### src/rtl/multi_port_rob.sv
// In-order reorder buffer: one dispatch allocation per cycle, CDB_PORTS completion
// buses, in-order retire under a ready handshake, and partial flush of younger entries.
module multi_port_rob #(
    parameter int unsigned WIDTH     = 32,
    parameter int unsigned SIZE      = 16,
    parameter int unsigned CDB_PORTS = 3,
    parameter int unsigned TAG_W     = $clog2(SIZE)
) (
    input  logic                       clk,
    input  logic                       rst,
    input  logic                       alloc_valid,
    input  logic [WIDTH-1:0]           alloc_pc,
    input  logic [4:0]                 alloc_rd,
    output logic                       alloc_ready,
    output logic [TAG_W-1:0]           alloc_tag,
    input  logic [CDB_PORTS-1:0]       cdb_valid,
    input  logic [CDB_PORTS*TAG_W-1:0] cdb_tag,
    input  logic [CDB_PORTS*WIDTH-1:0] cdb_data,
    output logic                       commit_valid,
    input  logic                       commit_ready,
    output logic [TAG_W-1:0]           commit_tag,
    output logic [4:0]                 commit_rd,
    output logic [WIDTH-1:0]           commit_data,
    output logic [WIDTH-1:0]           commit_pc,
    input  logic                       flush,
    input  logic [TAG_W-1:0]           flush_tag,
    output logic [TAG_W:0]             count
);

    localparam int unsigned      CNT_W    = TAG_W + 1;
    localparam logic [CNT_W-1:0] FULL_CNT = CNT_W'(SIZE);

    logic [TAG_W-1:0] r_head;
    logic [TAG_W-1:0] r_tail;
    logic [CNT_W-1:0] r_count;

    logic             r_valid [SIZE];
    logic             r_rdy   [SIZE];
    logic [4:0]       r_rd    [SIZE];
    logic [WIDTH-1:0] r_pc    [SIZE];
    logic [WIDTH-1:0] r_data  [SIZE];

    logic             w_full;
    logic             w_empty;
    logic             w_alloc;
    logic             w_commit;
    logic [TAG_W-1:0] w_flush_off;
    logic             w_flush_hit;
    logic             w_squash   [SIZE];
    logic             w_cdb_hit  [SIZE];
    logic [WIDTH-1:0] w_cdb_data [SIZE];

    assign w_full      = (r_count == FULL_CNT);
    assign w_empty     = (r_count == '0);
    assign alloc_ready = !w_full && !flush;
    assign alloc_tag   = r_tail;
    assign w_alloc     = alloc_valid && alloc_ready;

    assign commit_valid = !w_empty && r_valid[r_head] && r_rdy[r_head];
    assign w_commit     = commit_valid && commit_ready;
    assign commit_tag   = w_empty ? '0 : r_head;
    assign commit_rd    = w_empty ? '0 : r_rd[r_head];
    assign commit_data  = w_empty ? '0 : r_data[r_head];
    assign commit_pc    = w_empty ? '0 : r_pc[r_head];
    assign count        = r_count;

    // Flush only counts when flush_tag sits inside the occupied window.
    assign w_flush_off = flush_tag - r_head;
    assign w_flush_hit = flush && (CNT_W'(w_flush_off) < r_count);

    always_comb begin
        for (int i = 0; i < int'(SIZE); i++) begin
            w_squash[i] = w_flush_hit && (TAG_W'(TAG_W'(i) - r_head) > w_flush_off);
        end
    end

    // Per-entry CDB match; a higher port index overrides a lower one.
    always_comb begin
        for (int i = 0; i < int'(SIZE); i++) begin
            w_cdb_hit[i]  = 1'b0;
            w_cdb_data[i] = '0;
            for (int p = 0; p < int'(CDB_PORTS); p++) begin
                if (cdb_valid[p] && (cdb_tag[p*TAG_W +: TAG_W] == TAG_W'(i))) begin
                    w_cdb_hit[i]  = 1'b1;
                    w_cdb_data[i] = cdb_data[p*WIDTH +: WIDTH];
                end
            end
        end
    end

    always_ff @(posedge clk) begin
        if (rst) begin
            r_head  <= '0;
            r_tail  <= '0;
            r_count <= '0;
            for (int i = 0; i < int'(SIZE); i++) begin
                r_valid[i] <= 1'b0;
                r_rdy[i]   <= 1'b0;
                r_rd[i]    <= '0;
                r_pc[i]    <= '0;
                r_data[i]  <= '0;
            end
        end else begin
            if (w_commit) begin
                r_head <= r_head + TAG_W'(1);
            end

            if (w_flush_hit) begin
                r_tail  <= flush_tag + TAG_W'(1);
                r_count <= CNT_W'(w_flush_off) + CNT_W'(1) - CNT_W'(w_commit);
            end else begin
                if (w_alloc) begin
                    r_tail <= r_tail + TAG_W'(1);
                end
                r_count <= r_count + CNT_W'(w_alloc) - CNT_W'(w_commit);
            end

            // Later assignments win: completion, then retire/squash clear, then alloc.
            for (int i = 0; i < int'(SIZE); i++) begin
                if (w_cdb_hit[i] && r_valid[i] && !w_squash[i]) begin
                    r_data[i] <= w_cdb_data[i];
                    r_rdy[i]  <= 1'b1;
                end
                if ((w_commit && (TAG_W'(i) == r_head)) || w_squash[i]) begin
                    r_valid[i] <= 1'b0;
                    r_rdy[i]   <= 1'b0;
                    r_rd[i]    <= '0;
                    r_pc[i]    <= '0;
                    r_data[i]  <= '0;
                end
                if (w_alloc && (TAG_W'(i) == r_tail)) begin
                    r_valid[i] <= 1'b1;
                    r_rdy[i]   <= 1'b0;
                    r_rd[i]    <= alloc_rd;
                    r_pc[i]    <= alloc_pc;
                    r_data[i]  <= '0;
                end
            end
        end
    end

endmodule

### config.mk
export PLATFORM = sky130hd
export DESIGN_NAME = multi_port_rob
export DESIGN_NICKNAME = d
export VERILOG_FILES = /design/src/rtl/multi_port_rob.sv
export SDC_FILE = /design/constraint.sdc
export NUM_CORES = 2
export LEC_CHECK = 0
export ABC_AREA = 0
export CAP_MARGIN = 20
export CORE_AREA = 2 2 320 322
export DETAILED_ROUTE_END_ITERATION = 6
export DIE_AREA = 0 0 322 324
export MAX_ROUTING_LAYER = met4
export PLACE_DENSITY = 0.85
export SLEW_MARGIN = 10
export SYNTH_ARGS = -nofsm -noshare
export SYNTH_HDL_FRONTEND = slang
export SYNTH_SLANG_ARGS = --single-unit
### constraint.sdc
create_clock -name clk -period 13.07 [get_ports clk]
set_clock_uncertainty 0.1 [all_clocks]
set_input_delay 1.9605 -clock clk [delete_from_list [all_inputs] [get_ports clk]]
set_output_delay 1.9605 -clock clk [all_outputs]
set_load 0.05 [all_outputs]
# --- After elaboration in Yosys (flattened, before gate mapping) ---
# Memory sizes are Yosys's and may differ from the RTL's. A register that Yosys moved wholly into a read port is not among the register bits.
# Cells that the tools add are included.
totals:
  regBits: 13
  mem_bits_rw: 1136
  input_bits: 157
  word_cells: 944
  n_memories: 5
mem_list:
  columns: ["memory", "words", "word_bits", "read_ports", "rd_clocked_by_memory_dff", "wr", "line_no", "source"]
  rows:
  - ["r_data", 16, 32, 1, 1, 16, "41", "logic [WIDTH-1:0] r_data [SIZE];"]
  - ["r_pc", 16, 32, 1, 1, 16, "40", "logic [WIDTH-1:0] r_pc [SIZE];"]
  - ["r_rd", 16, 5, 1, 1, 16, "39", "logic [4:0] r_rd [SIZE];"]
  - ["r_rdy", 16, 1, 1, 1, 16, "38", "logic r_rdy [SIZE];"]
  - ["r_valid", 16, 1, 17, 1, 16, "37", "logic r_valid [SIZE];"]
op_classes:
  addsub: 24
  magnitude_cmp: 17
  eq_ne: 76
  muxes: 451
  bitwise: 192
  reduce_logical: 176
ops:
  columns: ["operator", "n"]
  rows:
  - ["$mux W32", 130]
  - ["$mux W1", 274]
  - ["$or A1 B1 Y1", 192]
  - ["$mux W5", 34]
  - ["$logic_and A1 B1 Y1", 134]
  - ["$eq A4 B4 Y1 const B", 24]
  - ["$eq A4 B4 Y1 const A", 16]
  - ["$gt A4 B4 Y1", 16]
  - ["$mux W4", 13]
  - ["$eq A4 B3 Y1 const B", 12]
  - ["$eq A3 B4 Y1 const A", 8]
  - ["$sub A4 B4 Y4 const A", 8]
  - ["$eq A4 B2 Y1 const B", 6]
  - ["$logic_not A4 Y1", 5]
  - ["$logic_not A1 Y1", 19]
  - ["$eq A2 B4 Y1 const A", 4]
  - ["$logic_or A1 B1 Y1", 16]
  - ["$sub A3 B4 Y4 const A", 4]
  - ["$add A4 B1 Y4 const B", 3]
  - ["$eq A4 B1 Y1 const B", 3]
  - ["$sub A5 B1 Y5", 2]
  - ["$eq A1 B4 Y1 const A", 2]
  - ["$sub A1 B4 Y4 const A", 2]
  - ["$sub A2 B4 Y4 const A", 2]
  - ["other kinds (7)", 7]

# --- Logic depth before layout (Yosys ltp) ---
logic_depth:
  ltp_word: 13
  ltp_mapped: 19
  ltp_nobuf: 18

# --- Worst setup path before layout ---
# No wires, ideal clock.
synth_timing:
  kind: "in2reg"
  start: "input port flush_tag[0]"
  end: "memory r_data[1][0], enable pin"
  setup_time_ns: 0.640
  arrival_ns: 5.461
  required_time_ns: 12.330
  setup_slack_ns: 6.868
  stages: 13
  n_path_buf: 0
  path_cell_list: "inv_1 -> ha_1 -> inv_1 -> fa_1 -> xor2_2 -> inv_1 -> ha_1 -> inv_1 -> o32ai_1 -> nor2_1 -> mux2_2 -> o21ai_1 -> nand4_1"
synth_lines:
  columns: ["item", "line_no", "source"]
  rows:
  - ["from (decl)", "26", "input logic [TAG_W-1:0] flush_tag,"]
  - ["to (decl)", "41", null]

==> impl_metrics.ini <==
[timing]
tightest_slew_ns = 1.25
fin_setup_tns_ns = 0
slew_headroom = 0.165
setup_violations = 0
rsz0062_at_grt = no
fmax_mhz = 130
fin_crit_sh = 0.589
drv_slew = 0
min_period_ns = 7.69
hold_viol_final = 0
hold_slack_ns = 0.511

[global_route]
antenna_found_initial = 26
gr-total-overflow = 0
grt_max_degree = 152
grt_usage = 0.421
grt_pass1_wl_um = 311000
grt_pass1_vias = 48400

[logic_synthesis]
avgSynthCellArea_um2 = 12.2
synth.most_common_cell = edfxtp_1
synth_top_area_frac = 0.540
synth_common_cells = edfxtp_1, nor2_1, and2_1
synthTopCellsByArea = edfxtp_1, mux4_2, and2_1
synthArstFlopShare = 0
syn_nets = 5391
synthFlopType = edfxtp_1
synth_cell_types = 82
yosysSeqAreaShare = 0.545
syn-instance-count = 5190
synth-edff-count = 1136
ys_ff_latch = 1153
yosysTopAreaCell = edfxtp_1
syn_area_um2 = 63200
ys_warn_count = 0

[clock_tree]
clk_pin_slew_worst_paths_ns = 0.07
cts_buffer_depth = 3
cts.sinks = 1153
ctsResizeCount = 0
root_buffer = clkbuf_16
htree_num_levels = 3
post_cts_hold_buffer_count = 0
insertion_delay_ns = 0.73
cts_buffers = 113
cts_tree = yes
postCtsSetupRepairBufs = 0

[die]
fp-row-count = 117
initial_core_util = 0.626
die-area_um2 = 104000
die_x_um = 322
core_area_um2 = 101000
die_y_um = 324
num_io_pins = 241

[placed_design]
gp_congestion = 0.951
dpl_cell_area_um2 = 66200
portBuffers = 240
hpwl_um = 117000
dpl.cell_count = 6196

[drt]
met2WireLength_um = 97000
final_antenna_net_count = 0
vias_per_cell = 7.62
route.met3.wl_um = 33800
wire_per_inst_um = 33.3
drc_errors = 229
drt_iter0_drc = 10200
drt-total-wl_um = 215000
m1WireLength_um = 66800
via_count = 49100
top_layer_used = met4
firstDrtPassIters = 7

[final_layout]
layoutNonFillerInstCount = 6445
fin_nets = 5211
design_area_um2 = 69900
syn_to_final_growth_pct = 10.6
drive_gt1_frac = 0.162

[power_and_ir_drop]
comb_power_share = 0.196
pwr-share-seq = 0.480
ir_worst_vdd_mv = 0.126
netSwitchingFraction = 0.300
p_leak_nw = 23.3
clkPwrFrac = 0.324
powerDensity_nw_per_um2 = 142
power.net_switching_w = 0.00298
p_int_w = 0.00696

[setup_path]
arrival_ns = 5.63
end_kind = primary output
crit_type = flop to primary output
critPathMaxFanout = 121
start_kind = flop
cp.required_ns = 11.01

[flow_run]
cap_violations = 0

[outcome]
outcome = finished, violations left
violations = design-rule violations

[min_path]
hold_class = flop to flop
==> worst max-delay path: stages, from the launching register on <==
cell             delay (ns)
dfxtp_4                0.84
buf_12                 0.79
buf_4                  0.97
mux4_2                 0.67
mux4_2                 0.47
and2_1                 0.17
clkdlybuf4s50_1        0.86
==> power by group through the flow <==
stage / registers [W] / clock network [W] / logic, W
floorplan: 0.00477 / 0 / 0.00113
global placement: 0.00478 / 0 / 0.00183
detailed placement: 0.00482 / 0 / 0.00187
CTS: 0.00476 / 0.00319 / 0.00188
global route: 0.00479 / 0.00333 / 0.00200
finish: 0.00477 / 0.00322 / 0.00195
==> metrics by stage <==
step,power (W),util,worst slack [ns]
after floorplan,0.00590,-,6.87
after global placement,0.00662,0.655,5.57
after detailed placement,0.00669,0.655,5.48
after CTS,0.00983,0.690,5.30
after global routing,0.0101,0.692,5.08
final,0.00994,0.692,5.38
==> placed cells by master (no fill, tap or decap), types with 15 or more instances in the layout <==
cell                n
diode_2            28
nor3_2             20
a211oi_2           47
clkdlybuf4s50_1   239
clkinv_1           32
a21oi_1           283
nor3_1            114
nor2_4             22
mux2i_1            63
clkbuf_16         114
a2111oi_2          20
buf_4             120
inv_1              44
nand2_1           165
nor2_1            660
ha_1               41
nand3b_1           16
a211oi_1          186
clkbuf_1           27
xnor2_1            18
a22oi_1           322
a221oi_1           67
nor2b_1            15
edfxtp_1         1136
and2_1            666
o21ai_0            33
clkinv_2           21
nand3_1            23
mux4_2            345
==> registers in the layout (all words and copies together) (netlist names), named ones only <==
name	cells
r_valid	16
r_head	4
alloc_tag	4
r_data	512
r_rdy	16
r_rd	80
r_pc	512
count	5
==> kinds of logic (layout without fill, tap and decap cells) <==
group                      Yosys count  count (layout)  synth area share
muxes                              409             409             0.133
other                                0              28                 0
xor gates and xnor gates            26              26           0.00394
and+or+nand+nor                   1796            1796             0.142
buffers and inverters              716             634            0.0446
adders and majority gates           46              46           0.00938
DFF                               1153            1153             0.545
AOI/OAI and AO/OA                 1044            1044             0.122
==> cell type report <==
cell class	instances	area, um2
Inverter	51	196
Fill cell	6512	31100
Multi-Input combinational cell	3321	26500
Timing Repair Buffer	370	3510
Antenna cell	28	70.1
Sequential cell	1153	34500
Clock inverter	72	589
Clock buffer	141	2950
Tap cell	1309	1640
==> worst paths after layout <==
kind | end | start | cells past startpoint | slack, ns
worst max-delay path | commit_data[0] | flop | 6 | 5.38
worst min-delay path | alloc_tag[1] | alloc_tag[1] | 2 | 0.51
worst max register to register | r_data[3][1] | flop | 12 | 7.13
worst min register to register | alloc_tag[1] | alloc_tag[1] | 2 | 0.51
==> metal layers <==
layer / track usage / vias to the layer above
met2: 0.629 / 5294
met5: - / -
met4: 0.279 / 0
li1: - / 19200
met3: 0.146 / 1378
met1: 0.484 / 23300
Note: power is estimated with default switching activity, not from simulation.
